### src/rtl/pps_mem_access_pkg.sv
// Shared definitions for the memory-access stage: memop_type bit positions,
// FSM state encoding, access sizes and byte-enable constants.
package pps_mem_access_pkg;

    localparam int MT_BYTE     = 0;
    localparam int MT_HALF     = 1;
    localparam int MT_WORD     = 2;
    localparam int MT_UNSIGNED = 3;

    typedef enum logic {
        ST_IDLE = 1'b0,
        ST_LOAD = 1'b1
    } state_e;

    typedef enum logic [1:0] {
        SZ_BYTE = 2'd0,
        SZ_HALF = 2'd1,
        SZ_WORD = 2'd2
    } size_e;

    localparam logic [3:0] BE_NONE    = 4'b0000;
    localparam logic [3:0] BE_ALL     = 4'b1111;
    localparam logic [3:0] BE_BYTE0   = 4'b1000;
    localparam logic [3:0] BE_HALF_HI = 4'b1100;
    localparam logic [3:0] BE_HALF_LO = 4'b0011;

    // Byte wins over half; anything else (word bit, reserved bits, nothing) is a word.
    function automatic size_e decode_size(input logic [1:0] size_bits);
        if (size_bits[0]) return SZ_BYTE;
        if (size_bits[1]) return SZ_HALF;
        return SZ_WORD;
    endfunction

endpackage

### src/rtl/pps_mem_access_mem_load_align.sv
// Load lane select and sign/zero extension of a big-endian SRAM read word.
module mem_load_align
    import pps_mem_access_pkg::*;
(
    input  logic [31:0] rdata,
    input  logic [1:0]  offset,
    input  size_e       size,
    input  logic        is_unsigned,
    output logic [31:0] result
);

    logic [7:0]  byte_lane;
    logic [15:0] half_lane;

    function automatic logic [31:0] extend8(input logic [7:0] b, input logic uns);
        logic signed [7:0]  s;
        logic signed [31:0] w;
        s = b;
        w = s;
        return uns ? {24'b0, b} : w;
    endfunction

    function automatic logic [31:0] extend16(input logic [15:0] h, input logic uns);
        logic signed [15:0] s;
        logic signed [31:0] w;
        s = h;
        w = s;
        return uns ? {16'b0, h} : w;
    endfunction

    // Offset 0 is the most significant lane.
    always_comb begin
        byte_lane = rdata[31:24];
        case (offset)
            2'd0: byte_lane = rdata[31:24];
            2'd1: byte_lane = rdata[23:16];
            2'd2: byte_lane = rdata[15:8];
            2'd3: byte_lane = rdata[7:0];
            default: byte_lane = rdata[31:24];
        endcase
        half_lane = offset[1] ? rdata[15:0] : rdata[31:16];
    end

    always_comb begin
        result = rdata;
        case (size)
            SZ_BYTE: result = extend8(byte_lane, is_unsigned);
            SZ_HALF: result = extend16(half_lane, is_unsigned);
            default: result = rdata;
        endcase
    end

endmodule

### src/rtl/pps_mem_access.sv
// Memory-access pipeline stage: SRAM request generation, one-cycle load FSM,
// load alignment and the registered write-back triple.
module pps_mem_access
    import pps_mem_access_pkg::*;
#(
    parameter int ADDR_W = 18
) (
    input  logic              clk,
    input  logic              rst,
    input  logic [31:0]       EX_alu_result_in,
    input  logic [31:0]       EX_store_data_in,
    input  logic [4:0]        EX_inst_rd_in,
    input  logic              EX_RegWrite_in,
    input  logic              EX_memop_in,
    input  logic              EX_memwr_in,
    input  logic [6:0]        EX_memop_type_in,
    output logic              MEM_busy_out,
    output logic              MEM_addr_err_out,
    output logic              sram_ce_out,
    output logic              sram_we_out,
    output logic [3:0]        sram_be_out,
    output logic [ADDR_W-1:0] sram_addr_out,
    output logic [31:0]       sram_wdata_out,
    input  logic [31:0]       sram_rdata_in,
    output logic [31:0]       WB_RF_Wdata_out,
    output logic [4:0]        WB_inst_rd_out,
    output logic              WB_RegWrite_out
);

    state_e      state, next_state;
    size_e       size_ex, size_p1;
    logic [1:0]  off_ex, off_p1;
    logic        uns_p1;
    logic        misaligned;
    logic [3:0]  store_be;
    logic [31:0] load_data;
    logic [31:0] wb_data_d;
    logic [4:0]  wb_rd_d;
    logic        wb_we_d;
    logic        unused_type;

    assign unused_type   = ^{EX_memop_type_in[6:4], EX_memop_type_in[MT_WORD]};
    assign size_ex       = decode_size(EX_memop_type_in[MT_HALF:MT_BYTE]);
    assign off_ex        = EX_alu_result_in[1:0];
    assign sram_addr_out = EX_alu_result_in[ADDR_W+1:2];

    // Issue stage: alignment, byte enables and lane-replicated store data
    always_comb begin
        misaligned     = 1'b0;
        store_be       = BE_ALL;
        sram_wdata_out = EX_store_data_in;
        case (size_ex)
            SZ_BYTE: begin
                store_be       = BE_BYTE0 >> off_ex;
                sram_wdata_out = {4{EX_store_data_in[7:0]}};
            end
            SZ_HALF: begin
                misaligned     = off_ex[0];
                store_be       = off_ex[1] ? BE_HALF_LO : BE_HALF_HI;
                sram_wdata_out = {2{EX_store_data_in[15:0]}};
            end
            default: begin
                misaligned = (off_ex != 2'd0);
            end
        endcase
    end

    always_comb begin
        next_state       = state;
        sram_ce_out      = 1'b0;
        sram_we_out      = 1'b0;
        sram_be_out      = BE_NONE;
        MEM_busy_out     = 1'b0;
        MEM_addr_err_out = 1'b0;
        wb_data_d        = EX_alu_result_in;
        wb_rd_d          = EX_inst_rd_in;
        wb_we_d          = EX_RegWrite_in;
        case (state)
            ST_IDLE: begin
                if (EX_memop_in) begin
                    wb_we_d = 1'b0;
                    if (misaligned) begin
                        MEM_addr_err_out = 1'b1;
                    end else if (EX_memwr_in) begin
                        sram_ce_out = 1'b1;
                        sram_we_out = 1'b1;
                        sram_be_out = store_be;
                    end else begin
                        sram_ce_out  = 1'b1;
                        sram_be_out  = BE_ALL;
                        MEM_busy_out = 1'b1;
                        next_state   = ST_LOAD;
                    end
                end
            end
            ST_LOAD: begin
                // EX_* is still the held load; only the aligned read data changes.
                wb_data_d  = load_data;
                next_state = ST_IDLE;
            end
            default: next_state = ST_IDLE;
        endcase
        if (rst) begin
            sram_ce_out      = 1'b0;
            sram_we_out      = 1'b0;
            sram_be_out      = BE_NONE;
            MEM_busy_out     = 1'b0;
            MEM_addr_err_out = 1'b0;
            next_state       = ST_IDLE;
        end
    end

    always_ff @(posedge clk) begin
        if (rst) state <= ST_IDLE;
        else     state <= next_state;
    end

    // Capture stage: offset/size of the issuing load, used in the LOAD cycle
    always_ff @(posedge clk) begin
        if (state == ST_IDLE) begin
            off_p1  <= off_ex;
            size_p1 <= size_ex;
            uns_p1  <= EX_memop_type_in[MT_UNSIGNED];
        end
    end

    mem_load_align u_align (
        .rdata       (sram_rdata_in),
        .offset      (off_p1),
        .size        (size_p1),
        .is_unsigned (uns_p1),
        .result      (load_data)
    );

    // Write-back stage
    always_ff @(posedge clk) begin
        if (rst) begin
            WB_RF_Wdata_out <= 32'd0;
            WB_inst_rd_out  <= 5'd0;
            WB_RegWrite_out <= 1'b0;
        end else begin
            WB_RF_Wdata_out <= wb_data_d;
            WB_inst_rd_out  <= wb_rd_d;
            WB_RegWrite_out <= wb_we_d;
        end
    end

endmodule

### config.mk
export PLATFORM = sky130hd
export DESIGN_NAME = pps_mem_access
export DESIGN_NICKNAME = d
export VERILOG_FILES = /design/src/rtl/pps_mem_access_pkg.sv /design/src/rtl/pps_mem_access_mem_load_align.sv /design/src/rtl/pps_mem_access.sv
export SDC_FILE = /design/constraint.sdc
export NUM_CORES = 1
export LEC_CHECK = 0
export CAP_MARGIN = 20
export CORE_ASPECT_RATIO = 0.8
export CORE_MARGIN = 1.5
export CORE_UTILIZATION = 38
export CTS_BUF_LIST = sky130_fd_sc_hd__clkbuf_16
export CTS_CLUSTER_DIAMETER = 200
export CTS_CLUSTER_SIZE = 12
export DETAILED_ROUTE_END_ITERATION = 8
export PLACE_DENSITY = 0.87
export SETUP_SLACK_MARGIN = 0.15
export SYNTH_ARGS = -nofsm -noshare
export SYNTH_HDL_FRONTEND = slang
export SYNTH_HIERARCHICAL = 1
export SYNTH_SLANG_ARGS = --single-unit
export TNS_END_PERCENT = 1
### constraint.sdc
create_clock -name clk -period 5.2 [get_ports clk]
set_clock_uncertainty 0.2 [all_clocks]
set_input_delay 0.78 -clock clk [delete_from_list [all_inputs] [get_ports clk]]
set_output_delay 0.78 -clock clk [all_outputs]
set_load 0.05 [all_outputs]
# [Word level (Yosys, flattened, before mapping)]
# Cells that the tools add are included.
# W data, S select, Z words.
[totals] memories=0 latch_bits=0 input_bits=113 mem_bits_ro=0 reg_bits=44 ramBits=0
[classes] mux=43 addsub=0 eq_ne=5 shifts=1 div_mod_pow=0 bitwise_logic=1 order_cmp=0 n_mul=0 n_reduce_logical=4
[op_table] op="$pmux W32 S2" count=2
[op_table] op="$mux W32" count=3
[op_table] op="$pmux W8 S4" count=1
[op_table] op="$mux W4" count=6
[op_table] op="$mux W1" count=23
[op_table] op="$mux W16" count=1
[op_table] op="$mux W2" count=4
[op_table] op="$pmux W4 S2" count=1
[op_table] op="$eq A2 B1 Y1 const B" count=3
[op_table] op="$logic_not A2 Y1" count=3
[op_table] op="$eq A2 B2 Y1 const B" count=2
[op_table] op="$pmux W1 S2" count=2
[op_table] op="$shr A4 B2 Y4 const A" count=1
[op_table] op="$reduce_bool A2 Y1" count=1
[op_table] op="$not A1 Y1" count=1

# [Longest topological paths before layout]
[logic_depth] depth_word=11 depth_mapped=9

# [By module]
# The synthesis kept the hierarchy.
[modules_own_cells] module="pps_mem_access" area_each_um2=2135.8 n_inst=1 cells_per_inst=236
[modules_own_cells] module="mem_load_align" area_each_um2=787.0 n_inst=1 cells_per_inst=107

# [Least setup slack after synthesis]
# No wires, ideal clock.
[synth_timing] kind="input to output" from="input port EX_memop_type_in[0]" to="output port sram_be_out[0]" required_time_ns=4.220 t_arrival_ns=2.467 slack_ns=1.753 stages=4 path_cell_list="buf_6 -> buf_2 -> a22o_1 -> a211oi_1"
[synth_between] elab_chain_len=9 word_cells_on_any_way=11
[synth_lines] item="start: declaration" line_no="pps_mem_access.sv:16" rtl="input logic [6:0] EX_memop_type_in,"
[synth_lines] item="$mux W1 (*)" line_no="pps_mem_access_pkg.sv:29" rtl="if (size_bits[0]) return SZ_BYTE;"
[synth_lines] item="$mux W2 (*)" line_no="pps_mem_access_pkg.sv:30" rtl="if (size_bits[1]) return SZ_HALF;"
[synth_lines] item="$eq A2 B1 Y1 or $logic_not A2 Y1 (tied branches)" line_no="pps_mem_access.sv:52" rtl="case (size_ex)"
[synth_lines] item="$pmux W4 S2" line_no="pps_mem_access.sv:52"
[synth_lines] item="$mux W4" line_no="pps_mem_access.sv:84" rtl="end else if (EX_memwr_in) begin"
[synth_lines] item="$mux W4 (*)" line_no="pps_mem_access.sv:82" rtl="if (misaligned) begin"
[synth_lines] item="$mux W4 (*)" line_no="pps_mem_access.sv:80" rtl="if (EX_memop_in) begin"
[synth_lines] item="$mux W4 (*)" line_no="pps_mem_access.sv:78" rtl="case (state)"
[synth_lines] item="$mux W4 (*)" line_no="pps_mem_access.sv:103" rtl="if (rst) begin"
[synth_lines] item="end: declaration" line_no="pps_mem_access.sv:21" rtl="output logic [3:0] sram_be_out,"
# Every way passes the cells marked *; elsewhere a longest branch is shown, timed or not.

# [Worst setup path in the final report]
[layout_timing] from="input port EX_memop_type_in[0]" to="output port sram_be_out[1]"
# Same word-level chain as after synthesis.

==> flow_summary_export.csv <==
group,metric,value,unit
sta,fin_crit_sh,81.4,%
final_layout,seq_area,932,sq um
final_layout,syn_to_final_growth,68.8,%
critical_path,rrSetupSlack,2.21,ns
floorplanning,dieArea,0.00823,sq mm
synth,synth-async-reset-ratio,0,%
sta,rsz0062_at_grt,"no",
synth,synth_enable_flop_cells,5,
placed_design,portBuffers,204,
global_route,grt_max_degree,39,
synth,mappedNetlistArea,0.00292,sq mm
synth,ys_seq_elements,44,
floorplanning,core.rowCount,28,
synth,synth_flop_cell,"dfxtp_1",
clock_network,clockBufferDepth,2,
synth,syn_avg_cell_area,8.52,sq um
global_route,first_global_vias,2899,
global_route,antenna_found_initial,0,
floorplanning,start_util,39.4,%
placed_design,hpwl,7800,um
global_route,overflow,0,
synth,synth.distinct_cells,38,
floorplanning,io_pins,209,
synth,seq_area_frac_synth,31.8,%
power_and_ir_drop,ir_drop,0.149,mV
synth,syn-num-nets,456,
critical_path,crit_required,4.22,ns
power_and_ir_drop,power_density,247,mW/mm^2
sta,finalMaxSlewViolations,0,
detailed_routing,wl,9730,um
critical_path,startpoint_type,"input pin",
final_layout,antenna-diode-count,0,
clock_network,cts_tree,"built",
placed_design,place_ws,0.973,ns
detailed_routing,drtIter0Drc,153,
floorplanning,dieHeight,81.4,um
sta,finalHoldViolCount,0,
critical_path,rr_startpoint,"size_p1[1]",
final_layout,layout.cells.non_filler,612,
detailed_routing,via_per_inst,5.00,
sta,min_period,4.23,ns
critical_path,path_class,"in -> out",
global_route,track_usage,22.8,%
detailed_routing,antenna_left,0,
final_layout,drive_above_1_share,7.69,%
clock_network,clkSinkCount,44,
sta,worstMarginPinSlew,1.05,ns
floorplanning,dieWidth,101,um
clock_network,post_cts_buffers,0,
final_layout,nFillCells,601,
power_and_ir_drop,p_leak,1.91,nW
sta,tns,0,ns
clock_network,root_buffer,"clkbuf_16",
synth,postSynthCellCount,343,
status,outcome,"completed",
global_route,grt_pass1_wl,14600,um
synth,yosysWarnings,6,
final_layout,nNetsFinal,619,
critical_path,critPathCaptureType,"output port",
critical_path,crit_start,"EX_memop_type_in[0]",
flow_run,drv_cap,0,
detailed_routing,dr_total_vias,3059,
sta,worst_slack,0.969,ns
placed_design,gp_congestion,0.805,
detailed_routing,wl_per_cell,15.9,um
final_layout,multi_input_area,0.00159,sq mm
placed_design,dp.cells,604,
sta,setup_viol,0,
clock_network,cts_max_level,2,
min_path,hold_path_class,"reg -> reg",
sta,slew-limit-headroom,30.0,%
clock_network,clk_pin_slew,0.06,ns
clock_network,ctsResizeCount,0,
detailed_routing,drc,0,
floorplanning,coreArea,0.00743,sq mm
clock_network,cts_inserted_buffers,5,
detailed_routing,dr.pass1.iters,4,
critical_path,crit_arrival,3.25,ns
clock_network,clk_latency,0.28,ns
sta,timing.fmax,236,MHz
min_path,hp-start,"state",
clock_network,postCtsHoldBufs,0,
critical_path,crit_path_max_fanout,18,
==> layer usage <==
metal	global-route usage, %	up-vias	wire length, um
met5	0	-	0
met4	5.28	0	114
met3	5.87	8	907
met2	43.3	164	5060
met1	25.7	1397	3650
li1	-	1490	-
==> worst max-delay path, cell delays in order <==
cell,delay (ns)
clkdlybuf4s50_1,0.45
buf_4,0.21
or2_1,0.62
clkinv_8,0.21
o21ai_2,0.17
a211oi_2,0.08
clkdlybuf4s50_1,0.72
==> flip-flops by register name (all words and copies together) (netlist names) <==
signal	count
WB_inst_rd_out	5
WB_RF_Wdata_out	32
state	1
WB_RegWrite_out	1
uns_p1	1
off_p1	2
size_p1	2
==> placed cells by master (no fill, tap or decap), types with 2 or more instances in the layout <==
master	n
nand2b_1	2
buf_4	5
dfxtp_1	38
a22oi_1	9
nor2b_1	7
nor3_1	2
nor2_1	59
o221ai_1	8
mux2i_1	40
a211oi_1	4
mux2_2	9
nand2_1	50
a2bb2oi_1	7
o211ai_2	10
clkbuf_16	6
or2_1	2
clkdlybuf4s50_1	204
inv_1	7
edfxtp_1	5
o22a_1	7
o211ai_1	7
nor3b_1	2
==> metrics by stage <==
step / power (mW) / hold WS [ns] / utilization, % / instance area [sq um]
after floorplan: 0.707 / 0.394 / - / 2920
after global routing: 1.27 / 0.711 / 66.4 / 4930
final: 1.22 / 0.669 / 66.4 / 4930
after global placement: 0.895 / 0.661 / 64.3 / 4780
after detailed placement: 0.901 / 0.671 / 64.3 / 4780
after CTS: 1.23 / 0.686 / 66.4 / 4930
==> report_power, final <==
part	switching [mW]	internal (mW)	total (mW)
clock	0.123	0.204	0.327
sequential	0.00999	0.365	0.375
combinational	0.303	0.214	0.518
total	0.436	0.784	1.22
==> logic make-up (layout without fill, tap and decap cells) <==
| logic type | Yosys count | in the layout | synth area share, % |
|---|---|---|---|
| flip-flops | 44 | 44 | 31.8 |
| multiplexers | 50 | 50 | 17.6 |
| AND/OR/NAND/NOR | 127 | 127 | 18.0 |
| AO/OA/AOI/OAI | 62 | 62 | 19.0 |
| buffers and inverters | 60 | 224 | 13.6 |
==> path summary, 6_finish.rpt <==
kind                                            end  cells after the start
worst min-delay path            WB_RF_Wdata_out[14]                      3
worst min register to register  WB_RF_Wdata_out[14]                      3
worst max register to register  WB_RF_Wdata_out[30]                      6
worst max-delay path                 sram_be_out[1]                      7
==> layout make-up <==
type	instances	share of cell area (%)
Inverter	7	0.786
Multi-Input combinational cell	239	32.3
Tap cell	105	2.66
Clock buffer	6	3.04
Clock inverter	2	0.177
Sequential cell	44	18.9
Timing Repair Buffer	209	42.1
==> synth_stat cells (2+ instances only) <==
library cell | instances | area share (%)
edfxtp_1 | 5 | 5.1
dfxtp_1 | 39 | 27
nand2_1 | 50 | 6.4
inv_1 | 6 | 0.77
mux2i_1 | 40 | 14
nor2b_1 | 7 | 1.5
clkbuf_1 | 9 | 1.2
nor3b_1 | 2 | 0.51
a22oi_1 | 9 | 2.3
o221ai_1 | 8 | 2.4
o211ai_1 | 7 | 1.8
a211oi_1 | 4 | 1.0
or2_1 | 2 | 0.43
nor3_1 | 2 | 0.34
o22a_1 | 7 | 2.1
nor2_1 | 59 | 7.6
buf_4 | 27 | 6.9
o211ai_2 | 10 | 4.3
mux2_2 | 9 | 3.5
buf_2 | 11 | 1.9
buf_6 | 6 | 2.3
a2bb2oi_1 | 7 | 2.1
nand2b_1 | 2 | 0.43
(Power assumes the default switching activity.)
